`config.mk`:
```
export PLATFORM = sky130hd
export DESIGN_NAME = temporal_mux_sequencer
export DESIGN_NICKNAME = d
export VERILOG_FILES = /design/src/rtl/temporal_mux_sequencer.sv
export SDC_FILE = /design/constraint.sdc
export NUM_CORES = 1
export LEC_CHECK = 0
export CELL_PAD_IN_SITES_DETAIL_PLACEMENT = 2
export CELL_PAD_IN_SITES_GLOBAL_PLACEMENT = 2
export CORE_MARGIN = 2
export CORE_UTILIZATION = 34
export DETAILED_ROUTE_END_ITERATION = 8
export GPL_TIMING_DRIVEN = 1
export PLACE_DENSITY_LB_ADDON = 0.1
export SETUP_SLACK_MARGIN = 0.05
export SYNTH_ARGS = -nofsm -noshare
export SYNTH_HDL_FRONTEND = slang
export SYNTH_SLANG_ARGS = --single-unit
```
`constraint.sdc`:
```
create_clock -name clk -period 3.7 [get_ports clk]
set_clock_uncertainty 0.1 [all_clocks]
set_input_delay 0.555 -clock clk [delete_from_list [all_inputs] [get_ports clk]]
set_output_delay 0.555 -clock clk [all_outputs]
set_load 0.01 [all_outputs]
```
`src/rtl/temporal_mux_sequencer.sv`:
```
// Temporal mux sequencer: takes one request (select time plus one edge time per data input),
// holds the temporal mux in gamma reset for GRST_CYCLES, then plays a RUN phase of
// GAMMA_CYCLE_WIDTH cycles. During RUN it raises each edge-encoded line once its time is
// reached and records the first cycle in which y is sampled high. The result is then offered
// on a valid/ready handshake.
//
// Ports
//   clk, rst_n            clock, asynchronous active-low reset
//   req_valid/req_ready   request handshake (ready only in IDLE)
//   req_sel_time          edge time of select_line
//   req_in_times          edge time of input i in bits [i*TW +: TW]
//   grst                  gamma reset to the temporal mux (high in IDLE and GRST)
//   mux_inputs            edge-encoded mux data inputs
//   select_line           edge-encoded mux select
//   y                     temporal mux output, sampled at the end of each RUN cycle
//   res_valid/res_ready   result handshake (valid only in DONE)
//   res_time, res_hit     first RUN cycle with y high; GAMMA_CYCLE_WIDTH and 0 on a miss
module temporal_mux_sequencer #(
  parameter int unsigned NUM_INPUTS        = 4,
  parameter int unsigned GAMMA_CYCLE_WIDTH = 16,
  parameter int unsigned GRST_CYCLES       = 2,
  localparam int unsigned TW               = $clog2(GAMMA_CYCLE_WIDTH) + 1
) (
  input  logic                     clk,
  input  logic                     rst_n,
  input  logic                     req_valid,
  output logic                     req_ready,
  input  logic [TW-1:0]            req_sel_time,
  input  logic [NUM_INPUTS*TW-1:0] req_in_times,
  output logic                     grst,
  output logic [NUM_INPUTS-1:0]    mux_inputs,
  output logic                     select_line,
  input  logic                     y,
  output logic                     res_valid,
  input  logic                     res_ready,
  output logic [TW-1:0]            res_time,
  output logic                     res_hit
);

  // One counter serves both GRST and RUN, so it must be wide enough for either.
  localparam int unsigned GrstW = $clog2(GRST_CYCLES + 1);
  localparam int unsigned CntW  = (TW > GrstW) ? TW : GrstW;

  localparam logic [CntW-1:0] GrstLast  = CntW'(GRST_CYCLES - 1);
  localparam logic [CntW-1:0] RunLast   = CntW'(GAMMA_CYCLE_WIDTH - 1);
  localparam logic [TW-1:0]   NeverTime = TW'(GAMMA_CYCLE_WIDTH);

  typedef enum logic [1:0] {StIdle, StGrst, StRun, StDone} state_e;

  state_e                   state_q, state_d;
  logic [CntW-1:0]          count_q, count_d;
  logic [TW-1:0]            sel_time_q, sel_time_d;
  logic [NUM_INPUTS*TW-1:0] in_times_q, in_times_d;
  logic                     select_q, select_d;
  logic [NUM_INPUTS-1:0]    mux_q, mux_d;
  logic                     hit_q, hit_d;
  logic [TW-1:0]            time_q, time_d;

  // State register
  always_ff @(posedge clk or negedge rst_n) begin
    if (!rst_n) begin
      state_q    <= StIdle;
      count_q    <= '0;
      sel_time_q <= '0;
      in_times_q <= '0;
      select_q   <= 1'b0;
      mux_q      <= '0;
      hit_q      <= 1'b0;
      time_q     <= '0;
    end else begin
      state_q    <= state_d;
      count_q    <= count_d;
      sel_time_q <= sel_time_d;
      in_times_q <= in_times_d;
      select_q   <= select_d;
      mux_q      <= mux_d;
      hit_q      <= hit_d;
      time_q     <= time_d;
    end
  end

  // Next-state logic
  always_comb begin
    state_d    = state_q;
    count_d    = count_q;
    sel_time_d = sel_time_q;
    in_times_d = in_times_q;
    unique case (state_q)
      StIdle: begin
        if (req_valid) begin
          state_d    = StGrst;
          count_d    = '0;
          sel_time_d = req_sel_time;
          in_times_d = req_in_times;
        end
      end
      StGrst: begin
        if (count_q == GrstLast) begin
          state_d = StRun;
          count_d = '0;
        end else begin
          count_d = count_q + CntW'(1);
        end
      end
      StRun: begin
        // Fixed length: y never shortens the RUN phase.
        if (count_q == RunLast) begin
          state_d = StDone;
          count_d = '0;
        end else begin
          count_d = count_q + CntW'(1);
        end
      end
      StDone: begin
        if (res_ready) begin
          state_d = StIdle;
        end
      end
      default: state_d = StIdle;
    endcase
  end

  // Output logic: registered edge lines are computed for the cycle being entered.
  always_comb begin
    select_d = 1'b0;
    mux_d    = '0;
    hit_d    = hit_q;
    time_d   = time_q;

    unique case (state_d)
      StRun: begin
        // OR with the current value keeps every line a single rising edge per gamma cycle.
        select_d = select_q | (CntW'(sel_time_q) <= count_d);
        for (int unsigned i = 0; i < NUM_INPUTS; i++) begin
          mux_d[i] = mux_q[i] | (CntW'(in_times_q[i*TW +: TW]) <= count_d);
        end
      end
      StDone: begin
        select_d = select_q;
        mux_d    = mux_q;
      end
      default: ;
    endcase

    if (state_q == StRun && !hit_q) begin
      if (y) begin
        hit_d  = 1'b1;
        time_d = TW'(count_q);
      end else if (count_q == RunLast) begin
        time_d = NeverTime;
      end
    end

    if (state_q == StIdle && req_valid) begin
      hit_d  = 1'b0;
      time_d = '0;
    end
  end

  assign req_ready   = (state_q == StIdle);
  assign res_valid   = (state_q == StDone);
  assign grst        = (state_q == StIdle) || (state_q == StGrst);
  assign select_line = select_q;
  assign mux_inputs  = mux_q;
  assign res_hit     = hit_q;
  assign res_time    = time_q;

endmodule

```
# Word level (Yosys, flattened, before mapping)

Cells that the tools add are included.

Bits in latches: 0
Output and inout port bits: 14
Word-level logic and storage cells: 55
Register bits: 43
Input bits: 30
Memory bits (writable): 0
Memory bits (read-only): 0
Memories: 0

Multipliers: 0
Divide/modulo/power cells: 0
Add/sub/neg operators: 1
Reduce and logical (&&, ||, !) cells: 11
Order comparisons: 5
Shift-type cells: 0
Bitwise gates (word level): 5
Multiplexer cells: 18
Equal/unequal tests: 7

Operators with widths:

| cell                                                                  | number |
|---|---|
| 5-bit two-way mux                                                     | 7 |
| 5-bit <= comparator                                                   | 5 |
| 5-bit case mux with 3 select lines                                    | 1 |
| 2-bit equality test, second input constant                            | 4 |
| 2-bit two-way mux                                                     | 4 |
| 2-bit case mux with 4 select lines                                    | 1 |
| 4-bit case mux with 2 select lines                                    | 1 |
| 2-bit AND reduction                                                   | 3 |
| 5-bit by 1-bit adder with 5-bit output, second input constant         | 1 |
| 5-bit by 1-bit equality test with 1-bit output, second input constant | 1 |
| 5-bit by 4-bit equality test with 1-bit output, second input constant | 1 |
| 1-bit OR                                                              | 5 |
| 2-bit nonzero test                                                    | 2 |
| 1-bit two-way mux                                                     | 3 |
| 3-bit nonzero test                                                    | 1 |
| 2-bit by 1-bit equality test with 1-bit output, second input constant | 1 |
| 1-bit logical AND                                                     | 2 |
| 2-bit zero test                                                       | 1 |
| 1-bit case mux with 2 select lines                                    | 1 |
| 1-bit zero test                                                       | 1 |
| 1-bit logical OR                                                      | 1 |

# Longest topological paths before layout

Depth in word-level cells: 6
Gate-level depth with buffers: 13
Mapped depth without buffers: 13

# Worst setup path after synthesis

OpenSTA, ideal clock, no wires.

Kind: reg-to-reg
From: register count_q[0]
To: register mux_q[2] (netlist: mux_inputs[2])
Cell stages (with the launch flop): 14
Arrival: 2850 ps
Data required time: 3490 ps
Buffers on the path: 0
Slack: 640 ps
Period minus slack after synthesis: 3060 ps
Setup time: 110 ps
Cell sequence: dfrtp_1 -> ha_1 -> nand3_1 -> inv_1 -> ha_1 -> nor3b_1 -> a21oi_1 -> o21ai_0 -> a21oi_1 -> ha_1 -> and3_1 -> nor4bb_1 -> a211oi_1 -> o41ai_1

Word-level cells in the longest chain between the ends: 6
Elaborated cells between the ends (all ways): 15
Classes of those cells: add/sub (1); order compare (1); eq/ne (4); mux (8); bitwise (1)

RTL lines:

| what                                                                 | RTL line | RTL |
|---|---|---|
| from (decl)                                                          | 51       | `logic [CntW-1:0] count_q, count_d;` |
| from (signal assigned)                                               | 72       | `count_q <= count_d;` |
| 5-bit by 1-bit adder with 5-bit output, or another cell as far along | 102, 111 |  |
| 5-bit two-way mux (on tied branches)                                 | 107, 98  |  |
| 5-bit case mux with 3 select lines                                   | 88       | `unique case (state_q)` |
| 5-bit <= comparator                                                  | 135      | `mux_d[i] = mux_q[i] \| (CntW'(in_times_q[i*TW +: TW]) <= count_d);` |
| 1-bit OR                                                             | 135      |  |
| 4-bit case mux with 2 select lines                                   | 130      | `unique case (state_d)` |
| to (signal assigned)                                                 | 76       | `mux_q <= mux_d;` |
| to (decl)                                                            | 55       | `logic [NUM_INPUTS-1:0] mux_q, mux_d;` |

Parallel ways exist; a longest one is shown, timed or not.
A chain may end at the register's enable or synchronous reset.

# Worst setup path after layout

Ends and elaborated chain as after synthesis.

==> summary.txt <==
Status
  – Run status: completed

Yosys
  – Yosys reg bits: 43
  – Yosys cell types: 38
  – Seq/Total Area, Yosys: 43.0%
  – Net count of the mapped netlist: 282
  – Largest family of logic cells by synthesized area: simple AND/OR/NAND/NOR gates
  – Post-synth ARST share: between 90% and 100%
  – Synth Area in XOR/XNOR: 0%
  – Synthesized area per cell: ~11 um^2
  – Top FF cell, synth: dfrtp_1
  – Syn Std Cell Area: between 0.002 and 0.003 mm^2
  – Cells after Synth: approximately 230
  – Synth Warn #: 0
  – EDFF count, synth: 0
  – Synth Area in Simple Gates: about 16%
  – Multiplexer share of the synthesized area: between 10% and 20%
  – Synth Area in Compound Gates: 15.6%
  – Synth Area in Adders: 12.0%

Clock tree
  – Clock sinks: 43
  – Clk buf depth: 2
  – Inserted Clock Buffers: 5
  – CTS clk-pin slew, worst paths: 0.09 ns
  – H-tree Lvls: 2
  – TritonCTS clock tree: built
  – Clk_lat worst skew: slightly below 0.3 ns
  – CTS root buf: clkbuf_8

Critical path
  – CP Capture Type: register
  – Critical Path Fanout Max: 6
  – Critical path data arrival time: about 3.5 ns
  – Critical path type: reg2reg
  – Worst Path Required: about 3.8 ns
  – Crit start category: register

Finish
  – Layout cells sized above 1: 23.2%
  – Fill cells: approximately 760
  – Design area: approximately 0.0033 mm^2
  – P&R area growth vs syn: 30.2%
  – Antenna diodes: 0
  – Number of nets in the layout: between 300 and 400

Drt
  – DR vias: around 2000
  – Detailed Route WL: just over 7000 um
  – DR WL/cell: ~19 um
  – Post-route ant nets: 0
  – DRC Markers: 0
  – Drt pass-1 iters: 4
  – Via density: 5.30
  – Drt initial violations: 57

Floorplanning
  – Die width: roughly 90 um
  – Initial Util: a little over a third
  – Core Box Area: roughly 0.0072 mm^2
  – Die height: around 90 um
  – Die area: 0.00806 mm^2
  – Ports: 44
  – Site Rows: 31

Global routing
  – All-Layer GR Usage: a little under a fifth
  – Largest net degree at the start of global routing: 44
  – Initial antenna violation count: 0
  – Global route overflow: 0
  – First-pass GRT wire length: about 12000 um
  – Number of global-route vias before repair: between 2000 and 2500

Power and ir drop
  – VDD IR-drop max: about 0.00025 V
  – Lkg Pwr: about 1.5 nW
  – Cell Pwr Density: 888 mW/mm^2

Timing
  – Final worst path period share: ~93%
  – Max-slew headroom: 33.8%
  – Fmax: ~290 MHz
  – Worst hold slack: roughly 0.32 ns
  – Worst slew pin tran: between 0.9 and 1 ns
  – RSZ-0062 raised after global routing: false
  – Finish-stage setup viols: 0
  – Hold Fails Final Rpt: 0
  – Slew Limit Fails: 0
  – Tmin final: ~3.4 ns

Placed design
  – Detail Placement HPWL: 5520 um
  – PortBufs: 43
  – Area of placed instances: 0.00308 mm^2
  – Placer Congestion: 0.726

Worst hold path
  – Min-Delay Path Class: in2async

Flow run
  – Max-cap violations: 0
-- worst paths after layout --
| check | start | slack (ns) | cells after the start | to |
|---|---|---|---|---|
| setup / recovery | count_q[0]$_DFF_PN0_ | 0.25 | 14 | mux_inputs[2]$_DFFE_PN0P_ |
| hold / removal | rst_n | 0.32 | 1 | state_q[0]$_DFF_PN0_ |
| setup reg to reg | count_q[0]$_DFF_PN0_ | 0.25 | 14 | mux_inputs[2]$_DFFE_PN0P_ |
| hold reg to reg | res_time[3]$_DFFE_PN0P_ | 0.40 | 1 | res_time[3]$_DFFE_PN0P_ |
| max in group asynchronous | rst_n | 2.50 | 1 | count_q[0]$_DFF_PN0_ |
| min in group clk | res_time[3]$_DFFE_PN0P_ | 0.40 | 1 | res_time[3]$_DFFE_PN0P_ |
-- flip-flops by register name (all words and copies together), names as in the netlist --
register and flops:
count_q 5, in_times_q 20, mux_inputs 4, res_hit 1
res_time 5, sel_time_q 5, select_line 1, state_q 2
-- synthesized netlist by cell type, types with 2 or more instances --
| master | instances | share of area, % |
|---|---|---|
| mux2_2 | 20 | 9.0 |
| nor3_1 | 6 | 1.2 |
| and2_1 | 2 | 0.50 |
| o311ai_0 | 2 | 0.70 |
| a21o_1 | 6 | 1.8 |
| a21o_2 | 2 | 0.70 |
| a22o_1 | 3 | 1.1 |
| nor3b_1 | 4 | 1.2 |
| o21ai_0 | 16 | 3.2 |
| inv_1 | 14 | 2.1 |
| and4bb_2 | 4 | 2.0 |
| and2b_2 | 2 | 0.70 |
| and3_2 | 5 | 1.5 |
| and3_1 | 12 | 3.0 |
| nor4b_1 | 3 | 1.1 |
| clkbuf_1 | 4 | 0.60 |
| dfrtp_1 | 43 | 43 |
| a21oi_1 | 9 | 1.8 |
| a22o_2 | 2 | 0.80 |
| a211oi_1 | 5 | 1.5 |
| o41ai_1 | 5 | 1.8 |
| ha_1 | 24 | 12 |
| nand2_1 | 14 | 2.1 |
| nor2_1 | 7 | 1.1 |
-- final cells by class --
class | instances | area (um^2) | share of cell area [%]
inverters | 14 | 52.6 | 1.61
well taps | 99 | 124 | 3.80
clock buffers | 6 | 82.6 | 2.54
multi-input cells | 166 | 1380 | 42.5
repair buffers | 53 | 500 | 15.4
clock inverters | 2 | 35.0 | 1.08
flip-flops and latches | 43 | 1080 | 33.1
-- logic make-up (layout without fill, tap and decap cells) --
| logic type | count (synthesis) | in the layout |
|---|---|---|
| muxes | 21 | 21 |
| AOI/OAI and AO/OA | 56 | 56 |
| DFF | 43 | 43 |
| adders and majority gates | 24 | 24 |
| buffers and inverters | 19 | 75 |
| and+or+nand+nor | 65 | 65 |
-- per-layer routing --
metal  routed length (um)  track usage [%]  vias up  part of all wire [%]
li1                     -                -      958                     -
met1                 3420             25.6     1027                    48
met2                 3410             31.4       38                    48
met3                  251             3.19        5                   3.5
met4                   63             4.36        0                  0.88
met5                    0                0        -                     0
-- layout by cell type (no fill, tap or decap), drive strengths merged, types with 2 or more instances in the layout --
cell / n
a211oi: 5
nor3b: 4
and2: 2
nand2: 14
and2b: 2
inv: 14
a21oi: 10
nor4b: 3
nor3: 6
a22o: 5
buf: 11
ha: 24
and3: 17
o311ai: 2
o21ai: 16
clkbuf: 6
mux2: 20
and4bb: 4
dfrtp: 43
o41ai: 5
a21o: 8
nor2: 7
clkdlybuf4s50: 42
-- per-stage QoR --
| stage | util, % | TNS (ns) | cells | power (W) | worst slack [ns] |
|---|---|---|---|---|---|
| floorplan | - | 0 | 228 | 0.00185 | 0.640 |
| global placement | 42.9 | 0 | 372 | 0.00236 | 0.0899 |
| detailed placement | 42.9 | -0.0287 | 372 | 0.00248 | -0.0287 |
| CTS | 44.7 | 0 | 380 | 0.00289 | 0.0646 |
| global route | 45.4 | 0 | 383 | 0.00319 | 0.0492 |
| finish | 45.4 | 0 | 383 | 0.00289 | 0.254 |
-- worst max-delay path, cell delays in order, from the launching register on --
cell      delay (ns)
dfrtp_2         0.46
ha_1            0.26
nand3_1         0.13
inv_1           0.06
ha_1            0.24
nor3b_2         0.25
buf_4           0.15
a21o_2          0.12
a32oi_1         0.11
buf_4           0.18
ha_1            0.26
and3_1          0.21
nor4bb_2        0.30
a211oi_1        0.12
o41ai_1         0.37
-- what timing repair did --
action                                  4_1_cts  5_1_grt
endpoints found under the setup margin        1        4
resized for setup                             3        8
hold buffers                                  0        0
setup buffers                                 0        3
pin swaps                                     0        1
endpoints found under the hold margin         0        0
-- power by group --
part / total [W] / leakage [nW] / switching (W) / internal, W
Combinational: 0.00164 / 0.878 / 0.000853 / 0.000785
Sequential: 0.000870 / 0.532 / 0.000194 / 0.000677
Clock: 0.000382 / 0.0612 / 0.000164 / 0.000219
Total: 0.00289 / 1.47 / 0.00121 / 0.00168
Note: power is estimated with default switching activity, not from simulation.
